### config.mk
export PLATFORM = sky130hd
export DESIGN_NAME = a_unpack_trace_64v48
export DESIGN_NICKNAME = d
export VERILOG_FILES = /design/src/rtl/a_unpack_trace_64v48.sv
export SDC_FILE = /design/constraint.sdc
export NUM_CORES = 1
export LEC_CHECK = 0
export ABC_AREA = 1
export ABC_CLOCK_PERIOD_IN_PS = 1700
export CAP_MARGIN = 25
export CELL_PAD_IN_SITES_DETAIL_PLACEMENT = 1
export CELL_PAD_IN_SITES_GLOBAL_PLACEMENT = 1
export CORE_MARGIN = 8
export CORE_UTILIZATION = 40
export DETAILED_ROUTE_END_ITERATION = 10
export DONT_BUFFER_PORTS = 1
export GPL_TIMING_DRIVEN = 0
export MAX_ROUTING_LAYER = met4
export PLACE_DENSITY_LB_ADDON = 0.1
export SYNTH_ARGS = -nofsm -noshare
export SYNTH_HDL_FRONTEND = slang
export SYNTH_SLANG_ARGS = --single-unit
### constraint.sdc
create_clock -name clk_ref -period 1.7 [get_ports clk_ref]
set_clock_uncertainty 0.2 [all_clocks]
set_input_delay 0.34 -clock clk_ref [delete_from_list [all_inputs] [get_ports clk_ref]]
set_output_delay 0.34 -clock clk_ref [all_outputs]
set_load 0.05 [all_outputs]
### src/rtl/a_unpack_trace_64v48.sv
// a_unpack_trace_64v48
// Expands compressed trace records into a stream of repeated samples.
// A record carries a 48-bit sample value, a 15-bit repeat count and an eq
// flag. The block emits the value count times with a valid/ready handshake.
// When the final repeat retires, the next record can load on the same edge,
// so back-to-back records are emitted with no bubble.
//
// Ports
//   clk_ref         single clock, rising edge
//   rst_n           asynchronous active-low reset
//   flush_i         synchronous abort of the record in progress
//   rec_valid_i     record present on rec_i
//   rec_i[63:0]     [63:16] value, [15:1] repeat count, [0] eq flag
//   rec_ready_o     record accepted this cycle when rec_valid_i is high
//   sample_valid_o  sample_o holds a valid expanded sample
//   sample_o[47:0]  expanded sample value
//   sample_ready_i  downstream takes sample_o this cycle
//   last_o          current sample is the final repeat of its record
//   eq_o            eq flag of the record being expanded
//   err_cnt_o[7:0]  saturating count of malformed records
//
// Build option
//   UNPACK_ERR_CNT_EN  when defined, err_cnt_o counts records whose repeat
//                      count was 0 or above MAX_CNT. When undefined,
//                      err_cnt_o is tied to zero and no counter is built.

module a_unpack_trace_64v48 #(
    parameter logic [14:0] MAX_CNT = 15'h3FFF
) (
    input  logic        clk_ref,
    input  logic        rst_n,
    input  logic        flush_i,
    input  logic        rec_valid_i,
    input  logic [63:0] rec_i,
    output logic        rec_ready_o,
    output logic        sample_valid_o,
    output logic [47:0] sample_o,
    input  logic        sample_ready_i,
    output logic        last_o,
    output logic        eq_o,
    output logic [7:0]  err_cnt_o
);

    typedef enum logic {IDLE, EMIT} state_t;

    state_t      state;
    logic [14:0] rem_cnt;

    logic [14:0] raw_cnt;
    logic        cnt_zero;
    logic        cnt_over;
    logic [14:0] load_cnt;
    logic        last_beat;
    logic        accept;
    logic        fire;

    assign raw_cnt  = rec_i[15:1];
    assign cnt_zero = (raw_cnt == 15'd0);
    assign cnt_over = (raw_cnt > MAX_CNT);
    // A zero count still produces one sample; oversized counts are clamped.
    assign load_cnt = cnt_zero ? 15'd1 : (cnt_over ? MAX_CNT : raw_cnt);

    assign last_beat = (state == EMIT) && (rem_cnt == 15'd1);

    // Ready in IDLE, or while the final repeat is retiring so that the next
    // record loads on the same edge. A flush blocks acceptance.
    assign rec_ready_o    = !flush_i &&
                            ((state == IDLE) || (last_beat && sample_ready_i));
    assign sample_valid_o = (state == EMIT);
    assign last_o         = last_beat;

    assign accept = rec_valid_i && rec_ready_o;
    assign fire   = sample_valid_o && sample_ready_i;

    always_ff @(posedge clk_ref or negedge rst_n) begin
        if (!rst_n) begin
            state    <= IDLE;
            rem_cnt  <= 15'd0;
            sample_o <= 48'h0;
            eq_o     <= 1'b0;
        end else if (flush_i) begin
            // Any sample handshake this cycle is still delivered; only the
            // remaining repeats are dropped.
            state   <= IDLE;
            rem_cnt <= 15'd0;
        end else if (accept) begin
            state    <= EMIT;
            rem_cnt  <= load_cnt;
            sample_o <= rec_i[63:16];
            eq_o     <= rec_i[0];
        end else if (fire) begin
            rem_cnt <= rem_cnt - 15'd1;
            if (rem_cnt == 15'd1) begin
                state <= IDLE;
            end
        end
    end

`ifdef UNPACK_ERR_CNT_EN
    logic malformed;

    assign malformed = cnt_zero || cnt_over;

    // Counted at acceptance; flush never clears it.
    always_ff @(posedge clk_ref or negedge rst_n) begin
        if (!rst_n) begin
            err_cnt_o <= 8'h0;
        end else if (accept && malformed && (err_cnt_o != 8'hFF)) begin
            err_cnt_o <= err_cnt_o + 8'd1;
        end
    end
`else
    assign err_cnt_o = 8'h0;
`endif

endmodule
---- Word-level counts from Yosys, hierarchy flattened ----
Cells that the tools add are included.
W data, S select, Z words.
storage, ports and cells
  word-level logic and storage cells ...... 30
  register bits after elaboration ......... 65
operators by class
  add/subtract/negate cells ............... 1
  magnitude comparators ................... 1
  eq/ne operators ......................... 1
  reductions and logical operators ........ 12
  multiplexer cells ....................... 9
  bitwise gates (word level) .............. 2
operators by type and width
  operator                 count
  $mux W15                 5
  $eq A15 B1 Y1 const B    1
  $gt A15 B14 Y1 const B   1
  $logic_not A15 Y1        1
  $sub A15 B1 Y15 const B  1
  $reduce_bool A3 Y1       2
  $logic_and A1 B1 Y1      5
  $mux W1                  4
  $reduce_and A2 Y1        2
  $not A1 Y1               2
  $logic_not A1 Y1         1
  $logic_or A1 B1 Y1       1

---- Depth between registers and ports, before layout ----
Gate-level depths: netlist of run 1.
  depth after elaboration ................. 8
  gate-level depth with buffers ........... 13

---- Least setup slack after synthesis of run 1 ----
OpenSTA, ideal clock, no wires.
  path type ............................... flip-flop to output port
  from .................................... register state, in the netlist sample_valid_o
  to ...................................... output last_o
  data arrival time ....................... 2421 ps
  slack ................................... -1261 ps
  required time ........................... 1160 ps
  stages on the path, launching flop included .. 3
  cells stage by stage .................... dfrtp_1 -> nand3_1 -> nor4_1
between the ends
  longest elaborated chain between the ends .. 1
RTL lines
  what                      line  RTL
  start: declaration        46    state_t state;
  start signal: assignment  77    state <= IDLE;
  start signal: assignment  84    state <= IDLE;
  start signal: assignment  87    state <= EMIT;
  $logic_and A1 B1 Y1       63    assign last_beat = (state == EMIT) && (rem_cnt == 15'd1);
  end: declaration          39    output logic last_o,
Every way passes these cells.

---- Final worst setup path of run 1 ----
  from .................................... register rem_cnt[0]
  to ...................................... register rem_cnt[5]
between the ends
  longest elaborated chain between the ends .. 8
  elaborated cells on any way between the ends .. 11
RTL lines
  what                                                                     line  RTL
  start: declaration                                                       47    logic [14:0] rem_cnt;
  start signal: assignment                                                 88    rem_cnt <= load_cnt;
  start signal: assignment                                                 92    rem_cnt <= rem_cnt - 15'd1;
  parallel branches: the longest is 8 deep, another holds $sub A15 B1 Y15  -
Several ways; the timed one is not identified. The select of a mux whose other input is x is not followed.
A chain may end at the register's enable or synchronous reset.

==> results of run 1 <==
[area by class of cell]
class / count / area [sq um]
fillers: 941 / 2960
multi-input cells: 319 / 1760
flip-flops and latches: 65 / 1640
repair buffers: 94 / 1020
plain buffers: 32 / 295
clock buffers: 11 / 141
well taps: 105 / 131
clock inverters: 5 / 78.8
inverters: 19 / 71.3
[routing by layer]
metal	wire length [um]	GRT usage	vias up
li1	-	-	1562
met5	0	-	-
met3	817	0.0696	27
met4	347	0.103	0
met2	7130	0.417	106
met1	5100	0.265	1648
[per-stage QoR]
step | std cells | setup TNS (ns)
3_3_place_gp | 540 | -24.54
6_report | 650 | -31.49
3_5_place_dp | 540 | -27.98
2_1_floorplan | 435 | -11.56
4_1_cts | 642 | -24.76
5_1_grt | 650 | -36.54
[worst min-delay path by stage]
stage,to,slack [ns]
finish,rem_cnt[13],-0.53
global route,rem_cnt[13],-0.55
CTS,rem_cnt[13],-0.54
detailed placement,rem_cnt[9],-0.15
global placement,rem_cnt[9],-0.15
floorplan,eq_o,-0.16
[state kept, by name, indices dropped and copies added (netlist names)]
name,cells
rem_cnt,15
sample_valid_o,1
sample_o,48
eq_o,1
[cell usage after synthesis (2+ instances only)]
library cell,instances
buf_2,12
nand2_1,183
ha_1,2
or2_2,7
nor2_1,21
buf_4,9
clkbuf_1,8
xor2_1,9
nand3_1,58
nor3_1,4
a21oi_2,2
dfrtp_1,65
xnor2_1,4
nand4_1,12
inv_1,19
nand3_2,2
buf_6,2
[cell families after synthesis]
family,synth area share
buffers and inverters,0.0773
AOI/OAI and AO/OA,0.00872
and+or+nand+nor,0.378
DFF,0.493
other,0.00114
adders and majority gates,0.00758
xor gates and xnor gates,0.0345
[placed cells by master, fill, tap and decap left out, types with 6 or more instances in the layout]
cell type      synthesis  final
nand2_1              183    119
nand2_2                1     61
dfrtp_1               65     60
nand3_1               58     55
dlygate4sd3_1          0     50
buf_4                  9     31
buf_6                  2     21
inv_1                 19     16
nor2_1                21     12
nand4_1               12     12
clkbuf_8               0     10
clkbuf_1               8      9
xor2_1                 9      9
conb_1                 1      8
or2_2                  7      7
nor2_2                 1      6
buf_16                 0      6
[report_power, final]
part	switching (W)	internal, W	total, W
clock network	0.000645	0.000865	0.00151
logic	0.000883	0.000737	0.00162
registers	0.000963	0.00178	0.00274
[what timing repair did]
| action | CTS | global route |
|---|---|---|
| buffers inserted | 23 | 8 |
| endpoints found under the hold margin | 116 | 65 |
| endpoints found under the setup margin | 67 | 67 |
| resized for setup | 134 | 13 |
| cloned | 13 | 0 |
| pin swaps | 62 | 9 |
==> flow_metrics.env, run 1 <==
export IMPL_syn2layout_area_growth_pct=55.4
export IMPL_synth_area_top_cells="dfrtp_1, nand2_1, nand3_1"
export IMPL_syn_avg_cell_area_sq_um=7.71
export IMPL_routed_via_count=3343
export IMPL_drtIter0Drc=127
export IMPL_async_reset_ff_frac=1.00
export IMPL_finalHoldViolCount=65
export IMPL_die_area_sq_um=11400
export IMPL_cp_arrival_ns=2.35
export IMPL_cp_end_kind="flop"
export IMPL_critPathLaunch="rem_cnt[0]"
export IMPL_min_period_ns=2.31
export IMPL_drive_gt1_frac=0.336
export IMPL_final_setup_viol_count=67
export IMPL_critPathMaxFanout=7
export IMPL_synth_top_area_frac=0.493
export IMPL_worstMarginPinSlew_ns=0.777
export IMPL_grt_pass1_wl_mm=21.1
export IMPL_antenna_found_initial=0
export IMPL_finalNetCount=611
export IMPL_seq_area_frac_synth=0.493
export IMPL_crit_path_frequent_cell="nand2_1"
export IMPL_synth_area_sq_um=3300
export IMPL_timing_fmax_ghz=0.433
export IMPL_hp_class="input port to asynchronous set/reset pin"
export IMPL_overflow=0
export IMPL_ant_nets=0
export IMPL_n_antenna_cell=0
export IMPL_rrSetupSlack_ns=-0.61
export IMPL_synth_seq_cells=65
export IMPL_p_leak_nw=2.59
export IMPL_htree_num_levels=3
export IMPL_cts_buffers=9
export IMPL_routed_wl_mm=13.4
export IMPL_finalPower_w=0.00587
export IMPL_holdWs_ns=-0.533
export IMPL_avgViaCountPerCell=5.14
export IMPL_critical_path_required_ns=1.73
export IMPL_synth_edf_count=0
export IMPL_grt_max_degree=66
export IMPL_worstSetupEndpoint="rem_cnt[5]"
export IMPL_clk_latency_ns=0.35
export IMPL_slew_headroom=0.478
export IMPL_final_area_sq_um=5130
export IMPL_vdd_ir_drop_worst_mv=0.729
export IMPL_drtPass1Iterations=4
export IMPL_dp_hpwl_mm=7.39
export IMPL_slowest_delay_ns=0.46
export IMPL_setup_ws_ns=-0.612
export IMPL_post_route_util=0.634
export IMPL_ios=129
export IMPL_port_buffers=0
export IMPL_wl_per_cell_um=20.6
export IMPL_r2r_cells=13
export IMPL_grt_usage=0.246
export IMPL_die_y_um=107
export IMPL_rows=33
export IMPL_synth_distinct_cells=26
export IMPL_r2r_start="rem_cnt[0]"
export IMPL_synthesis_instances=428
export IMPL_cp_top_family="simple AND/OR/NAND/NOR gates"
export IMPL_r2r_end="rem_cnt[5]"
export IMPL_slowest_stage="dfrtp_1"
export IMPL_yosysTopAreaCell="dfrtp_1"
export IMPL_clockRootBuffer="clkbuf_8"
export IMPL_grt_pass1_vias=3821
export IMPL_drv_cap=0
export IMPL_period_share=1.36
export IMPL_worst_path_buf_inv=3
export IMPL_cp_cell_sequence="ha_4 > nand3_4 > nor2_2 > nand3_4 > buf_6 > nand2_4 > nand3_4 > buf_12 > buf_8 > nand2_1 > nand2_1 > nand2_1 > nand2_1"
export IMPL_core_area_sq_um=8090
export IMPL_synth_ff_type="dfrtp_1"
export IMPL_rsz0062_at_grt="yes"
export IMPL_cts_tree="yes"
export IMPL_dpl_instance_area_sq_um=3540
export IMPL_yosysWarnings=0
export IMPL_clk_pin_slew_worst_paths_ns=0.09
export IMPL_postCtsHoldBufs=50
export IMPL_gp_congestion=0.762
export IMPL_clock_path_buffers=2
export IMPL_start_util=0.408
export IMPL_cts_sinks=65
export IMPL_final_max_slew_viol_count=0
export IMPL_status="finished with violations"
export IMPL_violations="negative hold slack, negative setup slack"
export IMPL_die_x_um=107
export IMPL_path_depth=13
export IMPL_critPathKind="flop to flop"
export IMPL_dp_slack_ns=-0.482
export IMPL_power_density_nw_per_um2=1140
export IMPL_route_detailed_drc=0
export IMPL_start_kind="flop"
Note: power is estimated with default switching activity, not from simulation.
==> inputs of run 2 (changes only) <==
ABC_AREA = 0   (was 1)
CORE_UTILIZATION = 43   (was 40)
==> run 2 against run 1 <==
The run still ends with negative hold slack, negative setup slack left. Final area down 6.9%. Total power shrank 4.8%. Critical path depth down 8. Combinational power decreased by 21%. Critical endpoint is now rec_ready_o. Largest power group unchanged.
==> flow_metrics.env, run 2 <==
export IMPL_cts_buffers=9
export IMPL_cp_end_kind="output port"
export IMPL_yosysTopAreaCell="dfrtp_1"
export IMPL_start_kind="flop"
export IMPL_drtPass1Iterations=4
export IMPL_r2r_start="rem_cnt[11]"
export IMPL_dp_cells=359
export IMPL_wl_per_cell_um=26.2
export IMPL_min_period_ns=2.87
export IMPL_clk_pin_slew_worst_paths_ns=0.09
export IMPL_yosysWarnings=0
export IMPL_gr_usage_met1=0.283
export IMPL_p_leak_nw=2.10
export IMPL_dp_slack_ns=-1.02
export IMPL_slowest_delay_ns=0.56
export IMPL_yosysMostFrequentCell="dfrtp_1"
export IMPL_synth_common_cells="dfrtp_1, mux2_1, nor2_1, nand2_1"
export IMPL_clockRootBuffer="clkbuf_8"
export IMPL_use_met2=0.397
export IMPL_reg_top3="sample_o: 48 flops, rem_cnt: 15 flops"
export IMPL_slowest_stage="or4_4"
export IMPL_antenna_found_initial=0
export IMPL_seq_area_frac_synth=0.521
export IMPL_period_share=1.69
export IMPL_critPathMaxFanout=3
export IMPL_synth_ff_type="dfrtp_1"
export IMPL_final_setup_viol_count=67
export IMPL_n_antenna_cell=0
export IMPL_finalNetCount=426
export IMPL_syn2layout_area_growth_pct=53.0
export IMPL_setup_ws_ns=-1.17
export IMPL_finalPower_w=0.00559
export IMPL_ant_nets=0
export IMPL_top_register="sample_o"
export IMPL_dp_hpwl_mm=6.21
export IMPL_rrSetupSlack_ns=-0.95
export IMPL_avgViaCountPerCell=5.56
export IMPL_mostFrequentLayoutCells="dfrtp_1, dlygate4sd3_1, mux2_4"
export IMPL_drtIter0Drc=157
export IMPL_drv_cap=0
export IMPL_routed_wl_mm=12.0
export IMPL_status="finished with violations"
export IMPL_critical_path_required_ns=1.16
export IMPL_ios=129
export IMPL_overflow=0
export IMPL_cp_top_family="simple AND/OR/NAND/NOR gates"
export IMPL_timing_fmax_ghz=0.348
export IMPL_grt_usage=0.245
export IMPL_die_area_sq_um=10200
export IMPL_gp_congestion=0.791
export IMPL_clk_latency_ns=0.34
export IMPL_synth_top_area_frac=0.521
export IMPL_grt_pass1_wl_mm=18.5
export IMPL_clock_path_buffers=2
export IMPL_critPathKind="flop to output port"
export IMPL_final_max_slew_viol_count=0
export IMPL_dpl_instance_area_sq_um=3540
export IMPL_cts_sinks=65
export IMPL_die_y_um=101
export IMPL_rsz0062_at_grt="yes"
export IMPL_syn_avg_cell_area_sq_um=12.3
export IMPL_violations="negative hold slack, negative setup slack"
export IMPL_synth_area_top_cells="dfrtp_1, mux2_1, buf_6"
export IMPL_largest_reg_flops=48
export IMPL_start_util=0.437
export IMPL_use_met3=0.0735
export IMPL_die_x_um=101
export IMPL_vdd_ir_drop_worst_mv=0.615
export IMPL_cp_arrival_ns=2.33
export IMPL_layout_commonest_cell="dfrtp_1"
export IMPL_hp_class="input port to asynchronous set/reset pin"
export IMPL_holdWs_ns=-0.525
export IMPL_synthesis_instances=253
export IMPL_rows=31
export IMPL_synth_edf_count=0
export IMPL_cts_tree="yes"
export IMPL_slew_headroom=0.441
export IMPL_worst_path_buf_inv=0
export IMPL_port_buffers=0
export IMPL_synth_distinct_cells=48
export IMPL_drive_gt1_frac=0.378
export IMPL_routed_via_count=2554
export IMPL_power_density_nw_per_um2=1170
export IMPL_busiest_layer="met2"
export IMPL_postCtsHoldBufs=55
export IMPL_htree_num_levels=3
export IMPL_grt_max_degree=66
export IMPL_core_area_sq_um=7140
export IMPL_final_area_sq_um=4780
export IMPL_async_reset_ff_frac=1.00
export IMPL_worstMarginPinSlew_ns=0.838
export IMPL_synth_area_sq_um=3120
export IMPL_finalHoldViolCount=65
export IMPL_cp_cell_sequence="or4_4 > nor4b_4 > and2_4 > a21boi_4 > nor2_4"
export IMPL_grt_pass1_vias=2964
export IMPL_critPathLaunch="rem_cnt[11]"
export IMPL_route_detailed_drc=0
export IMPL_final_cells=459
export IMPL_synth_seq_cells=65
run 2: timing repair:
| item | 4_1_cts | 5_1_grt |
|---|---|---|
| cloned | 6 | 0 |
| pin swaps | 10 | 6 |
| gates resized for setup | 37 | 8 |
| buffers inserted | 23 | 7 |
| hold endpoints to repair | 120 | 65 |
| endpoints found under the setup margin | 67 | 67 |
run 2: cell type report:
cell class / instances / area (sq um)
tap: 99 / 124
inverter: 3 / 11.3
buffer: 21 / 229
sequential: 65 / 1630
fill: 701 / 2360
timing repair buffer: 84 / 901
clock buffer: 9 / 124
multi-input combinational: 171 / 1680
clock inverter: 7 / 77.6
run 2: report_power, final:
group | switching (W) | total, W | leakage [nW] | internal [W]
clock network | 0.000695 | 0.00139 | 0.105 | 0.000693
registers | 0.00112 | 0.00292 | 0.789 | 0.00180
logic | 0.000522 | 0.00128 | 1.20 | 0.000756
total | 0.00234 | 0.00559 | 2.10 | 0.00325
run 2: logic make-up after synthesis:
| logic type | after synthesis | share of synthesized area |
|---|---|---|
| flops | 65 | 0.521 |
| simple gates | 65 | 0.119 |
| mux | 54 | 0.193 |
| compound gates | 37 | 0.0866 |
| buf+inv | 24 | 0.0565 |
| xor+xnor | 5 | 0.0140 |
| fa+ha+maj | 2 | 0.00802 |
| other cells | 1 | 0.00120 |
run 2: layer usage:
layer	wire length, um	vias up
li1	-	1115
met1	4810	1288
met2	5970	130
met3	986	21
met4	274	0
met5	0	-
run 2: worst paths after layout:
| check | to | cells after the start |
|---|---|---|
| hold reg to reg | rem_cnt[5] | 2 |
| setup / recovery | rec_ready_o | 5 |
| setup reg to reg | rem_cnt[6] | 9 |
| hold / removal | sample_o[47] | 0 |
| max in group asynchronous | sample_o[22] | 0 |
| min in group clk_ref | rem_cnt[13] | 2 |
run 2: worst reg2reg max path, delay by kind of cell (launching register included):
family | cells | cell delay (ns)
AOI/OAI and AO/OA | 3 | 0.47
buffers and inverters | 4 | 0.59
DFF | 1 | 0.38
and+or+nand+nor | 2 | 0.86
run 2: through the flow:
stage	util	hold WS, ns	TNS (ns)
floorplan	-	-0.156	-44.94
detailed placement	0.497	-0.154	-59.36
finish	0.669	-0.525	-57.77
global route	0.669	-0.539	-59.84
global placement	0.497	-0.154	-60.14
CTS	0.675	-0.531	-54.87
==> inputs of run 3 (changes only) <==
CTS_CLUSTER_DIAMETER = 200   (was not set)
TNS_END_PERCENT = 30   (was not set)
==> run 3 against run 2 <==
The flow still finishes with violations (negative hold slack, negative setup slack). First-iteration DRC count down 17%. Worst hold slack worse by 0.028 ns. Fmax down 3.0%. Sequential share of layout area down 0.14 points. Via count up 2.0%.
==> flow_metrics.env, run 3 (same netlist as run 2, synthesis figures left out) <==
export IMPL_status="finished with violations"
export IMPL_violations="negative hold slack, negative setup slack"
export IMPL_finalHoldViolCount=65
export IMPL_drtPass1Iterations=4
export IMPL_final_setup_viol_count=67
export IMPL_holdWs_ns=-0.553
export IMPL_cp_arrival_ns=2.42
export IMPL_route_detailed_drc=0
export IMPL_die_y_um=101
export IMPL_cp_top_family="simple AND/OR/NAND/NOR gates"
export IMPL_final_max_slew_viol_count=0
export IMPL_slowest_delay_ns=0.58
export IMPL_grt_pass1_vias=2754
export IMPL_busiest_layer="met2"
export IMPL_use_met2=0.361
export IMPL_routed_wl_mm=12.6
export IMPL_die_area_sq_um=10200
export IMPL_cts_tree="yes"
export IMPL_multi_input_area_sq_um=1640
export IMPL_finalPower_w=0.00561
export IMPL_wl_per_cell_um=27.1
export IMPL_reg_top3="sample_o: 48 flops, rem_cnt: 15 flops"
export IMPL_antenna_found_initial=2
export IMPL_top_register="sample_o"
export IMPL_final_area_sq_um=4800
export IMPL_hp_class="input port to asynchronous set/reset pin"
export IMPL_clk_pin_slew_worst_paths_ns=0.10
export IMPL_power_density_nw_per_um2=1170
export IMPL_gp_congestion=0.833
export IMPL_cts_sinks=65
export IMPL_use_met3=0.0722
export IMPL_htree_num_levels=3
export IMPL_rsz0062_at_grt="yes"
export IMPL_vdd_ir_drop_worst_mv=0.782
export IMPL_cts_buffers=9
export IMPL_layout_commonest_cell="dfrtp_1"
export IMPL_largest_reg_flops=48
export IMPL_ios=129
export IMPL_register_area_sq_um=1630
export IMPL_grt_pass1_wl_mm=17.0
export IMPL_worstMarginPinSlew_ns=0.782
export IMPL_critical_path_required_ns=1.16
export IMPL_slowest_stage="or4_4"
export IMPL_rows=31
export IMPL_clockRootBuffer="clkbuf_8"
export IMPL_routed_via_count=2605
export IMPL_cp_cell_sequence="or4_4 > nor4b_4 > and2_4 > a21boi_4 > nor2_4"
export IMPL_clock_path_buffers=2
export IMPL_grt_usage=0.227
export IMPL_drtIter0Drc=131
export IMPL_drv_cap=0
export IMPL_die_x_um=101
export IMPL_avgViaCountPerCell=5.63
export IMPL_start_util=0.437
export IMPL_start_kind="flop"
export IMPL_clk_latency_ns=0.36
export IMPL_grt_max_degree=66
export IMPL_syn2layout_area_growth_pct=53.7
export IMPL_critPathMaxFanout=3
export IMPL_cp_end_kind="output port"
export IMPL_min_period_ns=2.96
export IMPL_period_share=1.74
export IMPL_ant_nets=0
export IMPL_setup_ws_ns=-1.26
export IMPL_p_leak_nw=2.10
export IMPL_finalNetCount=428
export IMPL_timing_fmax_ghz=0.338
export IMPL_slew_headroom=0.474
export IMPL_dp_hpwl_mm=6.23
export IMPL_critPathKind="flop to output port"
export IMPL_overflow=0
export IMPL_mostFrequentLayoutCells="dfrtp_1, dlygate4sd3_1, mux2_4"
export IMPL_postCtsHoldBufs=55
export IMPL_nFillCells=703
export IMPL_gr_usage_met1=0.267
export IMPL_drive_gt1_frac=0.367
export IMPL_dpl_instance_area_sq_um=3370
export IMPL_core_area_sq_um=7140
export IMPL_worst_path_buf_inv=0
export IMPL_port_buffers=0
run 3: path summary, 6_finish.rpt:
check / startpoint / to / slack [ns] / cells past startpoint
setup / recovery: rem_cnt[11] / rec_ready_o / -1.26 / 5
hold / removal: rst_n / sample_o[35] / -0.55 / 0
setup reg to reg: rem_cnt[11] / rem_cnt[6] / -1.04 / 9
hold reg to reg: rem_cnt[5] / rem_cnt[5] / 0.48 / 2
max in group asynchronous: rst_n / sample_o[42] / 1.70 / 0
min in group clk_ref: rec_i[11] / rem_cnt[10] / 0.03 / 2
run 3: final cells by class:
class	count	share of cell area
Antenna cell	2	0.00104
Buffer	20	0.0404
Clock buffer	9	0.0258
Clock inverter	7	0.0164
Inverter	3	0.00235
Multi-Input combinational cell	171	0.342
Sequential cell	65	0.339
Tap cell	99	0.0258
Timing Repair Buffer	87	0.207
run 3: worst register-to-register path, delay by kind of cell (launching register included):
kind | cells | cell delay, ns
buf+inv | 4 | 0.60
compound gates | 3 | 0.48
simple gates | 2 | 0.89
flops | 1 | 0.41
run 3: where the power goes:
group          internal [W]  leakage (nW)  total [W]  switching (W)
clock network      0.000687        0.0921    0.00141       0.000728
logic              0.000749          1.22    0.00126       0.000512
registers           0.00180         0.789    0.00293        0.00114
total               0.00323          2.10    0.00561        0.00238
run 3: layer usage:
layer / vias up / wire, um
met1: 1317 / 4770
met5: - / 0
li1: 1126 / -
met4: 0 / 292
met3: 26 / 1130
met2: 136 / 6350
run 3: through the flow:
| stage | std cells | setup WS [ns] | TNS [ns] | util |
|---|---|---|---|---|
| 2_1_floorplan | 260 | -0.837 | -43.83 | - |
| 4_1_cts | 448 | -1.17 | -54.23 | 0.642 |
| 3_5_place_dp | 359 | -1.06 | -60.17 | 0.473 |
| 5_1_grt | 463 | -1.29 | -62.75 | 0.672 |
| 6_report | 463 | -1.26 | -61.33 | 0.672 |
| 3_3_place_gp | 359 | -1.05 | -59.66 | 0.473 |
run 3: repair_timing:
action | in CTS | in global routing
buffers inserted | 13 | 15
cloned | 6 | 0
endpoints found under the hold margin | 120 | 65
gates resized for setup | 57 | 20
pin swaps | 9 | 8
setup endpoints to repair | 67 | 67
